### src/rtl/ik_swift_sequencer.sv
// Iteration controller for the ik_swift IK core: resets, enables and re-feeds the core
// until the joint deltas converge, the iteration cap is hit, the watchdog fires or the host aborts.
module ik_swift_sequencer #(
    parameter int W       = 36,
    parameter int N       = 6,
    parameter int TIMEOUT = 4096
) (
    input  logic           clk,
    input  logic           rst,
    input  logic           start,
    input  logic           abort,
    input  logic [7:0]     max_iter,
    input  logic [W-1:0]   epsilon,
    input  logic [N*W-1:0] dh_init,
    output logic           core_en,
    output logic           core_rst,
    output logic [N*W-1:0] core_dh_in,
    input  logic           core_done,
    input  logic [N*W-1:0] core_delta,
    input  logic [N*W-1:0] core_dh_out,
    output logic [N*W-1:0] dh_result,
    output logic [7:0]     iter_count,
    output logic           busy,
    output logic           solved,
    output logic           fail,
    output logic           timeout,
    output logic           done_pulse
);
    localparam int WD_W = (TIMEOUT > 2) ? $clog2(TIMEOUT) : 1;
    localparam logic [WD_W-1:0] WD_LAST  = WD_W'(TIMEOUT - 1);
    localparam logic [W-1:0]    MOST_NEG = {1'b1, {(W-1){1'b0}}};

    typedef enum logic [2:0] {S_IDLE, S_CLEAR, S_WAIT, S_CHECK, S_DONE, S_ABORT} state_t;

    state_t           state_q, state_d;
    logic [N*W-1:0]   dh_reg_q, dh_reg_d, dh_result_q, dh_result_d, delta_q, delta_d;
    logic [7:0]       max_iter_q, max_iter_d, iter_q, iter_d, iter_inc;
    logic [W-1:0]     eps_q, eps_d;
    logic [WD_W-1:0]  wd_q, wd_d;
    logic             solved_q, solved_d, fail_q, fail_d, timeout_q, timeout_d;
    logic             core_en_q, core_en_d, core_rst_q, core_rst_d;
    logic             busy_q, busy_d, done_pulse_q, done_pulse_d;
    logic             converged;

    // The most negative code has no positive counterpart, so it never converges.
    function automatic logic within_eps(input logic signed [W-1:0] d, input logic [W-1:0] eps);
        logic [W-1:0] neg;
        logic [W-1:0] mag;
        neg = $unsigned(-d);
        mag = d[W-1] ? neg : $unsigned(d);
        if ($unsigned(d) == MOST_NEG)
            return 1'b0;
        return mag < eps;
    endfunction

    always_comb begin
        converged = 1'b1;
        for (int i = 0; i < N; i++)
            if (!within_eps($signed(delta_q[i*W +: W]), eps_q))
                converged = 1'b0;
        iter_inc = (iter_q == 8'hFF) ? 8'hFF : iter_q + 8'd1;
    end

    always_comb begin
        state_d     = state_q;
        dh_reg_d    = dh_reg_q;
        dh_result_d = dh_result_q;
        delta_d     = delta_q;
        max_iter_d  = max_iter_q;
        eps_d       = eps_q;
        iter_d      = iter_q;
        wd_d        = wd_q;
        solved_d    = solved_q;
        fail_d      = fail_q;
        timeout_d   = timeout_q;
        case (state_q)
            S_IDLE: if (start) begin
                dh_reg_d   = dh_init;
                max_iter_d = (max_iter == 8'd0) ? 8'd1 : max_iter;
                eps_d      = epsilon;
                iter_d     = 8'd0;
                wd_d       = '0;
                solved_d   = 1'b0;
                fail_d     = 1'b0;
                timeout_d  = 1'b0;
                state_d    = S_CLEAR;
            end
            S_CLEAR: begin
                wd_d    = '0;
                state_d = abort ? S_ABORT : S_WAIT;
            end
            S_WAIT: begin
                if (abort) begin
                    state_d = S_ABORT;
                end else if (core_done) begin
                    dh_reg_d    = core_dh_out;
                    dh_result_d = core_dh_out;
                    delta_d     = core_delta;
                    state_d     = S_CHECK;
                end else if (wd_q == WD_LAST) begin
                    fail_d    = 1'b1;
                    timeout_d = 1'b1;
                    state_d   = S_DONE;
                end else begin
                    wd_d = wd_q + 1'b1;
                end
            end
            S_CHECK: begin
                if (abort) begin
                    state_d = S_ABORT;
                end else begin
                    iter_d = iter_inc;
                    if (converged) begin
                        solved_d = 1'b1;
                        state_d  = S_DONE;
                    end else if (iter_inc >= max_iter_q) begin
                        fail_d  = 1'b1;
                        state_d = S_DONE;
                    end else begin
                        state_d = S_CLEAR;
                    end
                end
            end
            S_DONE:  state_d = S_IDLE;
            S_ABORT: state_d = S_IDLE;
            default: state_d = S_IDLE;
        endcase
        // Outputs are decoded from the next state so they line up with the registered state.
        core_en_d    = (state_d == S_WAIT);
        core_rst_d   = (state_d == S_CLEAR) || (state_d == S_ABORT);
        busy_d       = (state_d != S_IDLE);
        done_pulse_d = (state_d == S_DONE);
    end

    always_ff @(posedge clk or posedge rst) begin
        if (rst) begin
            state_q      <= S_IDLE;
            dh_reg_q     <= '0;
            dh_result_q  <= '0;
            delta_q      <= '0;
            max_iter_q   <= '0;
            eps_q        <= '0;
            iter_q       <= '0;
            wd_q         <= '0;
            solved_q     <= 1'b0;
            fail_q       <= 1'b0;
            timeout_q    <= 1'b0;
            core_en_q    <= 1'b0;
            core_rst_q   <= 1'b0;
            busy_q       <= 1'b0;
            done_pulse_q <= 1'b0;
        end else begin
            state_q      <= state_d;
            dh_reg_q     <= dh_reg_d;
            dh_result_q  <= dh_result_d;
            delta_q      <= delta_d;
            max_iter_q   <= max_iter_d;
            eps_q        <= eps_d;
            iter_q       <= iter_d;
            wd_q         <= wd_d;
            solved_q     <= solved_d;
            fail_q       <= fail_d;
            timeout_q    <= timeout_d;
            core_en_q    <= core_en_d;
            core_rst_q   <= core_rst_d;
            busy_q       <= busy_d;
            done_pulse_q <= done_pulse_d;
        end
    end

    assign core_en    = core_en_q;
    assign core_rst   = core_rst_q;
    assign core_dh_in = dh_reg_q;
    assign dh_result  = dh_result_q;
    assign iter_count = iter_q;
    assign busy       = busy_q;
    assign solved     = solved_q;
    assign fail       = fail_q;
    assign timeout    = timeout_q;
    assign done_pulse = done_pulse_q;
endmodule
### config.mk
export PLATFORM = sky130hd
export DESIGN_NAME = ik_swift_sequencer
export DESIGN_NICKNAME = d
export VERILOG_FILES = /design/src/rtl/ik_swift_sequencer.sv
export SDC_FILE = /design/constraint.sdc
export NUM_CORES = 2
export LEC_CHECK = 0
export CORE_AREA = 2 2 439 441
export CTS_CLUSTER_SIZE = 14
export DETAILED_ROUTE_END_ITERATION = 12
export DIE_AREA = 0 0 441 443
export SYNTH_ARGS = -nofsm -noshare
export SYNTH_HDL_FRONTEND = slang
export SYNTH_SLANG_ARGS = --single-unit
### constraint.sdc
create_clock -name clk -period 28.5 [get_ports clk]
set_input_delay 2.85 -clock clk [delete_from_list [all_inputs] [get_ports clk]]
set_output_delay 2.85 -clock clk [all_outputs]
set_load 0.005 [all_outputs]
# After elaboration in Yosys (flattened, before gate mapping)
# Cells that the tools add are included.
# W data, S select, Z words.
totals:
  regBits: 722
  latch_bits: 0
  ramBits: 0
  rom_bits: 0
  wordCells: 137
  n_memories: 0
op_classes:
  add_sub_neg: 8
  multipliers: 0
  div: 0
  order_cmp: 7
  n_eq_ne: 25
  shift: 0
  mux: 65
  bitwise: 1
  n_reduce_logical: 16
ops:
  columns: ["operator", "n"]
  rows:
  - ["$mux W216", 3]
  - ["$pmux W216 S2", 1]
  - ["$eq A36 B36 Y1 const B", 6]
  - ["$lt A36 B36 Y1", 6]
  - ["$mux W36", 6]
  - ["$neg A36 Y36", 6]
  - ["$mux W12", 4]
  - ["$pmux W12 S3", 1]
  - ["$mux W1", 33]
  - ["$mux W8", 4]
  - ["$mux W3", 8]
  - ["$ne A2 B2 Y1 const B", 10]
  - ["$pmux W8 S2", 1]
  - ["$add A12 B1 Y12 const B", 1]
  - ["$eq A12 B12 Y1 const B", 1]
  - ["$pmux W3 S4", 1]
  - ["$reduce_and A5 Y1", 2]
  - ["$eq A3 B2 Y1 const B", 3]
  - ["$reduce_bool A3 Y1", 3]
  - ["$add A8 B1 Y8 const B", 1]
  - ["$eq A8 B8 Y1 const B", 1]
  - ["$ge A8 B8 Y1", 1]
  - ["$logic_not A8 Y1", 1]
  - ["$reduce_and A4 Y1", 2]
  - ["other kinds (11)", 16]

# Longest topological paths before layout
depth:
  ltp_word: 15
  ltp_mapped: 19
  mapped_depth_nobuf: 19

# Worst setup path after synthesis
# OpenSTA, ideal clock, no wires.
synth_path:
  path_type: "register to register"
  from: "register delta_q[154]"
  to: "register fail_q (netlist: fail)"
  setup_ps: 126
  arrival_ps: 5540
  slack_ps: 22834
  path_stages_with_launch: 18
  n_path_buf: 0
  synth_period_minus_slack_ps: 5666
  path_cell_list: "dfrtp_1 > or4_1 > nor2_1 > or4b_4 > or4_4 > or4_4 > o41ai_1 > xnor2_1 > ha_1 > nand4_1 > nor3_1 > a22oi_1 > o221ai_1 > or4_1 > or4_1 > nor4_2 > a21oi_1 > a221o_1"
synth_via:
  elab_chain_len: 8
synth_lines:
  columns: ["item", "line", "source"]
  rows:
  - ["start: declaration", "36", "logic [N*W-1:0] dh_reg_q, dh_reg_d, dh_result_q, dh_result_d, delta_q, delta_d;"]
  - ["start signal: assignment", "156", "delta_q <= delta_d;"]
  - ["$neg A36 Y36", "49", "neg = $unsigned(-d);"]
  - ["$mux W36", "50", "mag = d[W-1] ? neg : $unsigned(d);"]
  - ["$lt A36 B36 Y1", "53", "return mag < eps;"]
  - ["$mux W1 *", "53", null]
  - ["$mux W1 * (2 in a row)", "59", "if (!within_eps($signed(delta_q[i*W +: W]), eps_q))"]
  - ["$ne A2 B2 Y1 (no source line) *", null, null]
  - ["$reduce_and A8 Y1 (no source line) *", null, null]
  - ["end signal: assignment", "162", "fail_q <= fail_d;"]
  - ["end: declaration", "40", "logic solved_q, solved_d, fail_q, fail_d, timeout_q, timeout_d;"]
# Every way passes the cells marked *; elsewhere a longest branch is shown, timed or not.
# A chain may end at the register's enable or synchronous reset.

# Worst setup path after layout
layout_path:
  from: "register delta_q[146]"
  to: "register fail_q (netlist: fail)"
# Same word-level chain as after synthesis.

==> flow_metrics.py <==
metrics = {
    "run_status": {
        "status": "completed",
    },
    "setup_path": {
        "worst_setup_path_end_kind": "flop",
        "path_max_fanout": 5,
        "r2r-end": "fail",
        "required_ns": 29.09,
        "critPathMostFrequentCell": "or4_1",
        "cp.arrival_ns": 7.55,
        "criticalPathCategory": "reg -> reg",
        "cp_num_buf_inv": 0,
        "critical-path-slowest-cell": "nor4_2",
        "crit_chain": "nor3_1 -> nand3_1 -> or3_1 -> or2_1 -> nand2b_1 -> or4_1 -> or4_1 -> o31ai_1 -> xnor2_1 -> ha_1 -> a21oi_1 -> nor2_1 -> a211oi_1 -> o22ai_1 -> or4_1 -> or4_1 -> nor4_2 -> a21oi_1 -> a221o_1",
        "critPathMaxStageDelay_ns": 0.92,
        "cp_num_cells": 19,
        "r2r_cells": 19,
        "critical_path.top_delay_family": "simple AND/OR/NAND/NOR gates",
        "crit_path_start_kind": "flop",
        "r2r_slack_ns": 21.54,
        "regToRegStartpoint": "delta_q[146]",
    },
    "routing": {
        "firstDrtPassIters": 6,
        "drt_iter0_markers": 1802,
        "ant_nets": 0,
        "wl_mm": 203.7,
        "num_vias": 32189,
        "wl_per_cell_um": 28.60,
        "vias_per_cell": 4.520,
        "drc": 0,
    },
    "global_route": {
        "overflow": 0,
        "grt_pass1_wl_mm": 274.0,
        "grt.total_usage_pct": 20.31,
        "antenna_found_initial": 102,
        "first_global_vias": 32704,
        "grt_max_degree": 156,
    },
    "synthesis": {
        "ys_types": 66,
        "synthCells": 3372,
        "yosys.area.top_type_share_pct": 48.07,
        "yosysSeqAreaShare_pct": 48.07,
        "synthTopCellsByCount": "dfrtp_1, mux2_2, nand2_1",
        "ys_async_sr_fraction_pct": 100.0,
        "synth_edf_count": 0,
        "synth_fp_nets": 4295,
        "synth-seq-cells": 722,
        "synth_area_um2": 37580,
        "yosysWarnings": 0,
        "yosysMostFrequentCell": "dfrtp_1",
        "synth_largest_area_cell": "dfrtp_1",
        "ys_top_cells_by_area": "dfrtp_1, mux2_2, ha_1",
        "avgSynthCellArea_um2": 11.15,
        "ys.flop_type": "dfrtp_1",
    },
    "sta": {
        "finalMaxSlewViolations": 0,
        "hold_slack_ns": 0.4722,
        "finalClockSkew_ns": 0.02732,
        "slew_headroom_pct": 23.66,
        "worst_slack_ns": 21.54,
        "hold_viol": 0,
        "worst_slew_pin_slew_ns": 1.145,
        "fmax_ghz": 0.1436,
        "rsz0062_at_grt": "no",
        "fin_setup_tns_ns": 0,
        "period_minus_slack_ns": 6.962,
        "setup_viol": 0,
        "fin_crit_sh_pct": 24.43,
    },
    "cells_and_area": {
        "fillers": 19736,
        "final_cells": 7121,
        "layout-drive-gt1-share_pct": 14.18,
        "finalNetCount": 5415,
        "area_delta_synth_final_pct": 47.22,
    },
    "clocking": {
        "cts_buffers": 91,
        "cts_hold_buf": 0,
        "root_buffer": "clkbuf_16",
        "htree_levels": 3,
        "tritoncts": "built",
        "path_clk_slew_ns": 0.06,
        "clock_path_buffers": 3,
        "clk_latency_ns": 0.73,
        "ctsResizeCount": 0,
        "cts.sinks": 722,
        "cts_setup_buffers": 0,
    },
    "power_and_ir_drop": {
        "power_density_nw_per_um2": 116.6,
        "vdd_drop_max_v": 0.00005591,
        "p_total_mw": 6.452,
        "p_leak_nw": 22.20,
    },
    "hold_path": {
        "hp-class": "reg -> reg",
        "worstHoldPathCells": 2,
        "hold_path_end": "core_dh_in[152]",
        "min_from": "core_dh_in[152]",
    },
    "floorplan": {
        "dieArea_um2": 195400,
        "start_util_pct": 19.66,
        "ioPinCount": 1144,
        "core_region_area_um2": 191200,
        "die_h_um": 443,
        "rows": 161,
        "chipWidth_um": 441,
    },
    "place": {
        "dp_hpwl_mm": 168.2,
        "place.gp.congestion": 0.9419,
        "dp_cells": 6925,
        "port_buffers": 1143,
        "dp_slack_ns": 21.21,
    },
    "job": {
        "maxCapViolations": 0,
    },
}
## placed cells by master, fill, tap and decap left out, types with 6 or more instances in the layout
cell type / n
a211oi_1: 10
a21o_1: 18
a21oi_1: 83
a31o_2: 6
and3_1: 8
buf_4: 40
bufinv_16: 14
clkbuf_1: 11
clkbuf_16: 92
clkbuf_8: 17
clkdlybuf4s50_1: 1143
clkinv_2: 14
clkinvlp_4: 6
dfrtp_1: 722
diode_2: 32
ha_1: 226
inv_1: 61
mux2_2: 420
mux2i_1: 218
nand2_1: 404
nand2b_1: 21
nand3_1: 32
nand3b_1: 9
nand4_1: 40
nor2_1: 66
nor3_1: 23
nor4_1: 16
o21ai_0: 369
o31ai_1: 62
o41ai_1: 28
or3_1: 33
or4_1: 31
xnor2_1: 200
xor2_1: 11
## per-stage QoR
step,cell area [µm²],utilization (%)
CTS,55250,28.90
global placement,51990,27.20
finish,55330,28.94
floorplan,37580,-
global route,55320,28.94
detailed placement,51990,27.20
## worst max path at each step
stage,from,end,slack [ns]
CTS,delta_q[146],fail,21.49
global placement,rst,core_dh_in[40],21.24
detailed placement,rst,core_dh_in[211],21.21
floorplan,rst,busy,5.40
global route,delta_q[146],fail,21.24
finish,delta_q[146],fail,21.54
## worst min-delay path, delay by kind of cell, from the launching register on
kind	cells	cell delay, ns
AOI/OAI and AO/OA	1	0.05
DFF	1	0.34
and+or+nand+nor	1	0.04
## flip-flops by register name, indices dropped and copies added, names as in the netlist, 3 cells and up
signal / cells
delta_q: 216
state_q: 3
wd_q: 12
max_iter_q: 8
core_dh_in: 216
dh_result: 216
iter_count: 8
eps_q: 36
## cells by family (layout without fill, tap and decap cells)
family / Yosys count / after routing / synth area share, %
xor gates and xnor gates: 211 / 211 / 4.917
and+or+nand+nor: 726 / 726 / 9.152
buffers and inverters: 221 / 1412 / 2.207
muxes: 638 / 638 / 18.39
adders and majority gates: 226 / 226 / 7.524
other: 0 / 32 / 0
AOI/OAI and AO/OA: 628 / 628 / 9.735
DFF: 722 / 722 / 48.07
## area by class of cell
class,instances,area [µm²],share of cell area [%]
multi-input cells,2429,18720,33.83
flip-flops and latches,722,18070,32.65
repair buffers,1186,11800,21.33
well taps,2526,3161,5.712
clock buffers,120,2577,4.659
clock inverters,44,681.9,1.232
inverters,62,240.2,0.4342
diodes,32,80.08,0.1447
## metal layers
metal | global-route usage (%) | vias up | part of all wire [%]
met4 | 11.11 | 6 | 6.0
met2 | 37.22 | 1233 | 53
met5 | 0 | - | 0.022
met1 | 21.13 | 16075 | 36
met3 | 4.754 | 434 | 5.6
li1 | - | 14441 | -
## power breakdown
group	leakage, nW	switching, mW	internal, mW
clock	1.59	0.508	0.766
sequential	8.99	0.429	1.50
combinational	11.6	1.69	1.56
(Power assumes the default switching activity.)
